`src/rtl/seg_addsub_unit.sv`:
```
// rtl/seg_addsub_unit.sv - multi-cycle add/subtract, SEG bits per clock LSB first, valid/ready on both sides
module seg_addsub_unit #(
    parameter int WIDTH = 32,
    parameter int SEG   = 8
) (
    input  logic             clk,
    input  logic             rst,
    input  logic             in_valid,
    output logic             in_ready,
    input  logic [WIDTH-1:0] a,
    input  logic [WIDTH-1:0] b,
    input  logic             cin,
    input  logic             sub,
    output logic             out_valid,
    input  logic             out_ready,
    output logic [WIDTH-1:0] sum,
    output logic             cout,
    output logic             overflow,
    output logic             zero,
    output logic             negative
);

    localparam int NSEG = WIDTH / SEG;
    localparam int CW   = (NSEG > 1) ? $clog2(NSEG) : 1;

    typedef enum logic [1:0] {IDLE, RUN, DONE} state_t;

    state_t           state, state_nxt;
    logic [WIDTH-1:0] a_r, b_r, sum_r, sum_full;
    logic             sub_r, carry_r;
    logic [CW-1:0]    cnt;
    logic             cout_r, ovf_r, zero_r, neg_r;
    logic [SEG-1:0]   a_seg, b_seg;
    logic [SEG:0]     seg_res;
    logic             accept, last_seg, seg_ovf;

    assign in_ready  = (state == IDLE) && !rst;
    assign out_valid = (state == DONE);
    assign accept    = in_valid && in_ready;
    assign last_seg  = (cnt == CW'(NSEG - 1));

    assign sum      = sum_r;
    assign cout     = cout_r;
    assign overflow = ovf_r;
    assign zero     = zero_r;
    assign negative = neg_r;

    // b is inverted for subtraction; the borrow-in is folded into the initial carry at accept
    always_comb begin
        a_seg    = a_r[int'(cnt)*SEG +: SEG];
        b_seg    = b_r[int'(cnt)*SEG +: SEG] ^ {SEG{sub_r}};
        seg_res  = {1'b0, a_seg} + {1'b0, b_seg} + {{SEG{1'b0}}, carry_r};
        sum_full = sum_r;
        sum_full[int'(cnt)*SEG +: SEG] = seg_res[SEG-1:0];
        seg_ovf  = (a_seg[SEG-1] == b_seg[SEG-1]) && (seg_res[SEG-1] != a_seg[SEG-1]);
    end

    always_ff @(posedge clk) begin
        if (rst) begin
            state <= IDLE;
        end else begin
            state <= state_nxt;
        end
    end

    always_comb begin
        state_nxt = state;
        case (state)
            IDLE:    if (accept) state_nxt = RUN;
            RUN:     if (last_seg) state_nxt = DONE;
            DONE:    if (out_ready) state_nxt = IDLE;
            default: state_nxt = IDLE;
        endcase
    end

    always_ff @(posedge clk) begin
        if (rst) begin
            a_r     <= '0;
            b_r     <= '0;
            sub_r   <= 1'b0;
            carry_r <= 1'b0;
            cnt     <= '0;
            sum_r   <= '0;
            cout_r  <= 1'b0;
            ovf_r   <= 1'b0;
            zero_r  <= 1'b0;
            neg_r   <= 1'b0;
        end else begin
            case (state)
                IDLE: begin
                    if (accept) begin
                        a_r     <= a;
                        b_r     <= b;
                        sub_r   <= sub;
                        carry_r <= cin ^ sub;
                        cnt     <= '0;
                    end
                end
                RUN: begin
                    sum_r   <= sum_full;
                    carry_r <= seg_res[SEG];
                    cnt     <= cnt + CW'(1);
                    if (last_seg) begin
                        cout_r <= seg_res[SEG];
                        ovf_r  <= seg_ovf;
                        zero_r <= (sum_full == '0);
                        neg_r  <= sum_full[WIDTH-1];
                    end
                end
                default: ;
            endcase
        end
    end

endmodule

```
`config.mk`:
```
export PLATFORM = sky130hd
export DESIGN_NAME = seg_addsub_unit
export DESIGN_NICKNAME = d
export VERILOG_FILES = /design/src/rtl/seg_addsub_unit.sv
export SDC_FILE = /design/constraint.sdc
export NUM_CORES = 1
export LEC_CHECK = 0
export ABC_AREA = 1
export CORE_MARGIN = 4
export CORE_UTILIZATION = 55
export DETAILED_ROUTE_END_ITERATION = 8
export GPL_TIMING_DRIVEN = 0
export PLACE_DENSITY = 0.88
export RECOVER_POWER = 25
export SYNTH_ARGS = -nofsm -noshare
export SYNTH_HDL_FRONTEND = slang
export SYNTH_SLANG_ARGS = --single-unit
```
`constraint.sdc`:
```
create_clock -name clk -period 6.78 [get_ports clk]
set_input_delay 2.034 -clock clk [delete_from_list [all_inputs] [get_ports clk]]
set_output_delay 2.034 -clock clk [all_outputs]
set_load 0.02 [all_outputs]
```
==> results_dict.tcl, run 1 <==
set metrics [dict create \
    fp.dieH_um 108 \
    drcViolationCount 0 \
    area_fraction_in_compound_gates_after_synthesis_pct 17.9 \
    power.share.combinational_pct 34.8 \
    rsz_0062_raised_after_global_routing "no" \
    worst-setup-path-type "in2out" \
    gpl.final_weighted_congestion 0.930 \
    final_layout_size_suffix_gt1_share_pct 6.01 \
    syn-num-nets 894 \
    timing.fmax_mhz 183 \
    num-nets-final 1012 \
    number_of_routed_nets_with_antenna_violations 0 \
    holdCritPathClass "reg2reg" \
    first_global_vias 5401 \
    grt_pass1_wl_mm 25.6 \
    area_growth_syn_to_layout_pct 25.7 \
    grt_usage_pct 27.9 \
    maxCapViolations 0 \
    design_power_total_mw 1.65 \
    initial_utilization_pct 56.3 \
    final.setup.tns_ns 0 \
    diodes 0 \
    htreeDepth 3 \
    relSlewSlack_pct 54.6 \
    top_level_ports 108 \
    setup_ws_ns 1.32 \
    synth-warning-count 0 \
    timing_max_transition_violations_final 0 \
    syn_area_mm2 0.00548 \
    synth_top_family_by_area "simple AND/OR/NAND/NOR gates" \
    synth_sequential_area_ratio_pct 38.7 \
    tritoncts.num_buffers 9 \
    dpl_cell_area_mm2 0.00672 \
    yosys_register_bits 106 \
    clkSinkCount 106 \
    route.detailed.vias_per_inst 5.41 \
    synth_xor_area_share_pct 1.44 \
    clk_latency_ns 0.37 \
    post_synth.cell_area_avg_um2 6.77 \
    drtPass1Iterations 6 \
    worst_setup_path_start_kind "primary input" \
    power_switching_mw 0.622 \
    powerDensity_mw_per_mm2 240 \
    worst_setup_ep_type "primary output" \
    finish.utilization_pct 70.8 \
    core_mm2 0.00973 \
    period_needed_ns 5.46 \
    timing.final.hold_violations 0 \
    port_buffers 107 \
    grt_overflow_total 0 \
    cts.reportedPaths.clkPinSlew_ns 0.10 \
    ctsLongestPathBuffers 2 \
    rows 36 \
    cts_setup_buffers 0 \
    crit_required_ns 4.75 \
    largest_net_degree_at_the_start_of_global_routing 19 \
    ff2ff_setup_slack_ns 2.81 \
    power.switching_fraction_pct 37.6 \
    final.period_utilization_pct 80.5 \
    cp_data_arrival_time_ns 3.43 \
    synth-simple-area-share_pct 26.8 \
    average_routed_wire_per_standard_cell_um 15.1 \
    status "completed" \
    postSynthCellCount 809 \
    final.setup_skew_ns 0.0108 \
    clock-root-buffer "clkbuf_8" \
    place.detailed.instances 1049 \
    dp_hpwl_mm 12.5 \
    synth.distinct_cells 37 \
    seq_power_share_pct 43.1 \
    cts.repair.resized 0 \
    instances_no_fill 1065 \
    design_area_mm2 0.00689 \
    hold_ws_ns 0.454 \
    tritoncts_clock_tree "done" \
    clock_power_share_pct 22.1 \
    timing.final.setup_violations 0 \
    num_vias 5766 \
    pre_cts_slack_ns 1.42 \
    total_routed_length_mm 16.0 \
    initialDrtViolationCount 398 \
    worstMarginPinSlew_ns 0.680 \
    worst-path-max-fanout 2 \
    synth-adder-area-share_pct 3.70 \
    max-vdd-ir-drop_v 0.000141 \
    dieArea_mm2 0.0116 \
    leakagePower_nw 3.21 \
    yosys-mux-area-fraction_pct 0 \
    die_width_um 108 \
    antenna_found_initial 0 \
    ctsHoldBuffers 0 \
    power_report.internal_total_mw 1.03 \
]
area by class of cell:
class                           instances  area [um^2]
Buffer                                 44          190
Inverter                              114          428
Tap cell                              133          166
Fill cell                             832         2840
Sequential cell                       106         2120
Clock buffer                           10          128
Multi-Input combinational cell        545         2730
Clock inverter                          6         50.0
Timing Repair Buffer                  107         1070
cells in the mapped netlist:
cell      instances  share of area (%)
o21ai_0          83                7.6
nand2_1         176                 12
buf_4             2               0.27
o21bai_1          3               0.41
buf_6             2               0.41
nor2_1           67                4.6
o21ai_2           1               0.16
a21oi_2           2               0.32
clkbuf_1         25                1.7
nand3_1          70                6.4
a21oi_4           1               0.30
fa_1              2               0.73
nand3_2           4               0.73
nand2_2          11                1.3
inv_1           103                7.1
inv_2             8               0.55
nor2_2            1               0.11
o21ai_1           1              0.091
clkinv_1          3               0.21
o211ai_1         12                1.6
o21a_1            1               0.14
buf_2             8               0.73
or2_0             1               0.11
dfxtp_1         106                 39
a21o_1            1               0.14
nor2_4            1               0.21
ha_1             13                3.0
xor2_1            9                1.4
nand4_2           1               0.23
o22ai_1          11                1.3
o31ai_1           1               0.14
a31oi_1           2               0.23
buf_1             7               0.48
a211oi_1          1               0.14
nor3_1            1              0.091
nand4_1           9                1.0
a21oi_1          59                5.4
placed cells by master, fill, tap and decap left out, types with 3 or more instances in the layout:
| cell type | n |
|---|---|
| ha_1 | 13 |
| clkinv_1 | 3 |
| o22ai_1 | 11 |
| o211ai_1 | 12 |
| inv_1 | 103 |
| xor2_1 | 9 |
| buf_2 | 8 |
| nand4_1 | 9 |
| buf_1 | 5 |
| nand2_1 | 176 |
| clkdlybuf4s50_1 | 94 |
| nand3_1 | 70 |
| o21bai_1 | 3 |
| nand2_2 | 11 |
| clkbuf_8 | 9 |
| o21ai_0 | 83 |
| inv_2 | 8 |
| dlygate4sd3_1 | 13 |
| clkbuf_1 | 29 |
| a21oi_1 | 59 |
| dfxtp_1 | 106 |
| nand3_2 | 4 |
| nor2_1 | 67 |
critical path, cell delays in order:
cell	delay, ns
dlygate4sd3_1	0.55
nor3_1	0.19
clkdlybuf4s50_1	0.64
cell families after synthesis:
kind of cell / count (synthesis)
XOR/XNOR: 9
AO/OA/AOI/OAI: 179
adder cells (fa/ha/maj): 15
flip-flops: 106
buffers and inverters: 158
AND/OR/NAND/NOR: 342
metal layers:
| metal | wire, um | vias up | track usage [%] |
|---|---|---|---|
| met5 | 0 | - | 0 |
| met3 | 1500 | 42 | 5.88 |
| met1 | 6530 | 2581 | 35.6 |
| met2 | 7580 | 300 | 46.7 |
| li1 | - | 2843 | - |
| met4 | 430 | 0 | 9.65 |
path summary, 6_finish.rpt:
| path | depth (start not counted) | startpoint | end |
|---|---|---|---|
| setup / recovery | 3 | rst | in_ready |
| hold / removal | 2 | b_r[0] | b_r[0] |
| setup reg to reg | 20 | cnt[1] | zero |
| hold reg to reg | 2 | b_r[0] | b_r[0] |
registers in the layout, summed over array words and instances (netlist names):
name,cells
cnt,2
state,2
carry_r,1
negative,1
zero,1
overflow,1
a_r,32
sub_r,1
b_r,32
sum,32
cout,1
power by group through the flow:
| stage | clock network [mW] | registers, mW | logic, mW |
|---|---|---|---|
| finish | 0.366 | 0.712 | 0.574 |
| global route | 0.392 | 0.718 | 0.629 |
| CTS | 0.370 | 0.711 | 0.567 |
| detailed placement | 0 | 0.725 | 0.565 |
| global placement | 0 | 0.725 | 0.553 |
| floorplan | 0 | 0.744 | 0.342 |
Power figures use the tool's default switching activity.
==> inputs of run 2 (changes only) <==
CORE_UTILIZATION = 47   (was 55)
PLACE_DENSITY = 0.81   (was 0.88)
clock period = 4.7 ns   (was 6.78 ns; I/O delays follow)
==> run 2 against run 1 <==
Compared with the run above: non-clock buffer count unchanged; total power up 58%; routed wire length about the same; global-route usage down 3.6 points; design area up 2.0%; clock skew down 0.0027 ns; clock power up 110%; worst hold slack worse by 0.0024 ns; sequential power up 45%; worst setup slack worse by 0.87 ns.
==> results_dict.tcl, run 2 (synthesis gave the netlist of run 1 again) <==
set metrics [dict create \
    status "completed" \
    fp.dieH_um 116 \
    area_growth_syn_to_layout_pct 28.2 \
    final.setup_skew_ns 0.00812 \
    cts_setup_buffers 0 \
    reg2reg_depth 20 \
    worst-setup-path-type "in2out" \
    crit_required_ns 3.29 \
    final.setup.tns_ns 0 \
    top_signal_layer_used "met4" \
    timing.final.setup_violations 0 \
    top_level_ports 108 \
    worstMarginPinSlew_ns 0.591 \
    grt_pass1_wl_mm 25.8 \
    number_of_routed_nets_with_antenna_violations 0 \
    highest_count_cells_in_the_layout_ignoring_fill_and_taps "nand2_1, dfxtp_1, inv_1" \
    initialDrtViolationCount 485 \
    place.detailed.instances 1059 \
    timing.final.hold_violations 0 \
    rows 39 \
    leakagePower_nw 3.32 \
    hold_path_startpoint "b_r[23]" \
    first_global_vias 5247 \
    cts.reportedPaths.clkPinSlew_ns 0.08 \
    clk_latency_ns 0.36 \
    port_buffers 107 \
    num_vias 5648 \
    tritoncts_clock_tree "done" \
    relSlewSlack_pct 60.6 \
    period_needed_ns 4.24 \
    dieArea_mm2 0.0135 \
    min_delay_path_depth 2 \
    initial_utilization_pct 48.0 \
    cts.repair.resized 0 \
    powerDensity_mw_per_mm2 372 \
    max-vdd-ir-drop_v 0.000343 \
    worst_r2r_startpoint "cnt[1]" \
    hold_ws_ns 0.452 \
    antenna_found_initial 0 \
    worst_setup_ep_type "primary output" \
    ff2ff_setup_slack_ns 0.85 \
    route.detailed.vias_per_inst 5.25 \
    grt_overflow_total 0 \
    clkSinkCount 106 \
    wl_met3_mm 1.20 \
    worst-path-max-fanout 2 \
    average_routed_wire_per_standard_cell_um 14.9 \
    ctsLongestPathBuffers 2 \
    final.period_utilization_pct 90.3 \
    timing.fmax_mhz 236 \
    finish.utilization_pct 61.5 \
    hold-path-endpoint "b_r[23]" \
    tritoncts.num_buffers 9 \
    met2_wirelength_mm 7.47 \
    drcViolationCount 0 \
    met1Wirelength_mm 6.96 \
    gpl.final_weighted_congestion 0.935 \
    timing_max_transition_violations_final 0 \
    ctsHoldBuffers 0 \
    htreeDepth 3 \
    diodes 0 \
    worst_r2r_dst "zero" \
    drtPass1Iterations 7 \
    holdCritPathClass "reg2reg" \
    mostFrequentLayoutCell "nand2_1" \
    clock-root-buffer "clkbuf_16" \
    final_layout_size_suffix_gt1_share_pct 6.12 \
    worst_setup_path_start_kind "primary input" \
    die_width_um 116 \
    maxCapViolations 0 \
    rsz_0062_raised_after_global_routing "no" \
    core_mm2 0.0114 \
    largest_net_degree_at_the_start_of_global_routing 21 \
    cp_data_arrival_time_ns 2.83 \
    num-nets-final 1012 \
    instances_no_fill 1075 \
    grt_usage_pct 24.3 \
    dp_hpwl_mm 12.4 \
    total_routed_length_mm 16.0 \
]
[run 2: routing by layer]
metal | global-route usage [%] | vias to the layer above
li1 | - | 2844
met1 | 31.8 | 2505
met2 | 40.6 | 263
met3 | 4.65 | 36
met4 | 7.73 | 0
met5 | 0 | -
[run 2: layout make-up]
cell class / count / area (um^2)
sequential: 106 / 2120
tap: 143 / 179
multi-input combinational: 545 / 2730
fill: 1104 / 4390
inverter: 114 / 428
clock inverter: 6 / 62.6
timing repair buffer: 107 / 1070
clock buffer: 10 / 239
buffer: 44 / 190
[run 2: critical path, stage by stage]
cell and delay (ns):
dlygate4sd3_1 0.57, nor3_1 0.20, clkdlybuf4s50_1 0.65
[run 2: how the worst max path moves through the flow]
| stage | endpoint | from | depth (start not counted) | slack (ns) |
|---|---|---|---|---|
| global placement | in_ready | rst | 3 | 0.58 |
| CTS | in_ready | rst | 3 | 0.57 |
| floorplan | in_ready | rst | 1 | 1.38 |
| finish | in_ready | rst | 3 | 0.46 |
| global route | in_ready | rst | 3 | 0.40 |
| detailed placement | in_ready | rst | 3 | 0.58 |
[run 2: report_power, final]
group          total, mW  switching [mW]  internal [mW]
registers           1.03          0.0484          0.978
clock network      0.767           0.376          0.391
logic              0.819           0.517          0.303
[run 2: stage by stage]
step | instance area (um^2) | setup WS, ns | total power [mW]
3_3_place_gp | 6730 | 0.577 | 1.85
4_1_cts | 7030 | 0.572 | 2.62
6_report | 7020 | 0.455 | 2.61
5_1_grt | 7020 | 0.397 | 2.75
2_1_floorplan | 5480 | 1.38 | 1.57
3_5_place_dp | 6730 | 0.581 | 1.86
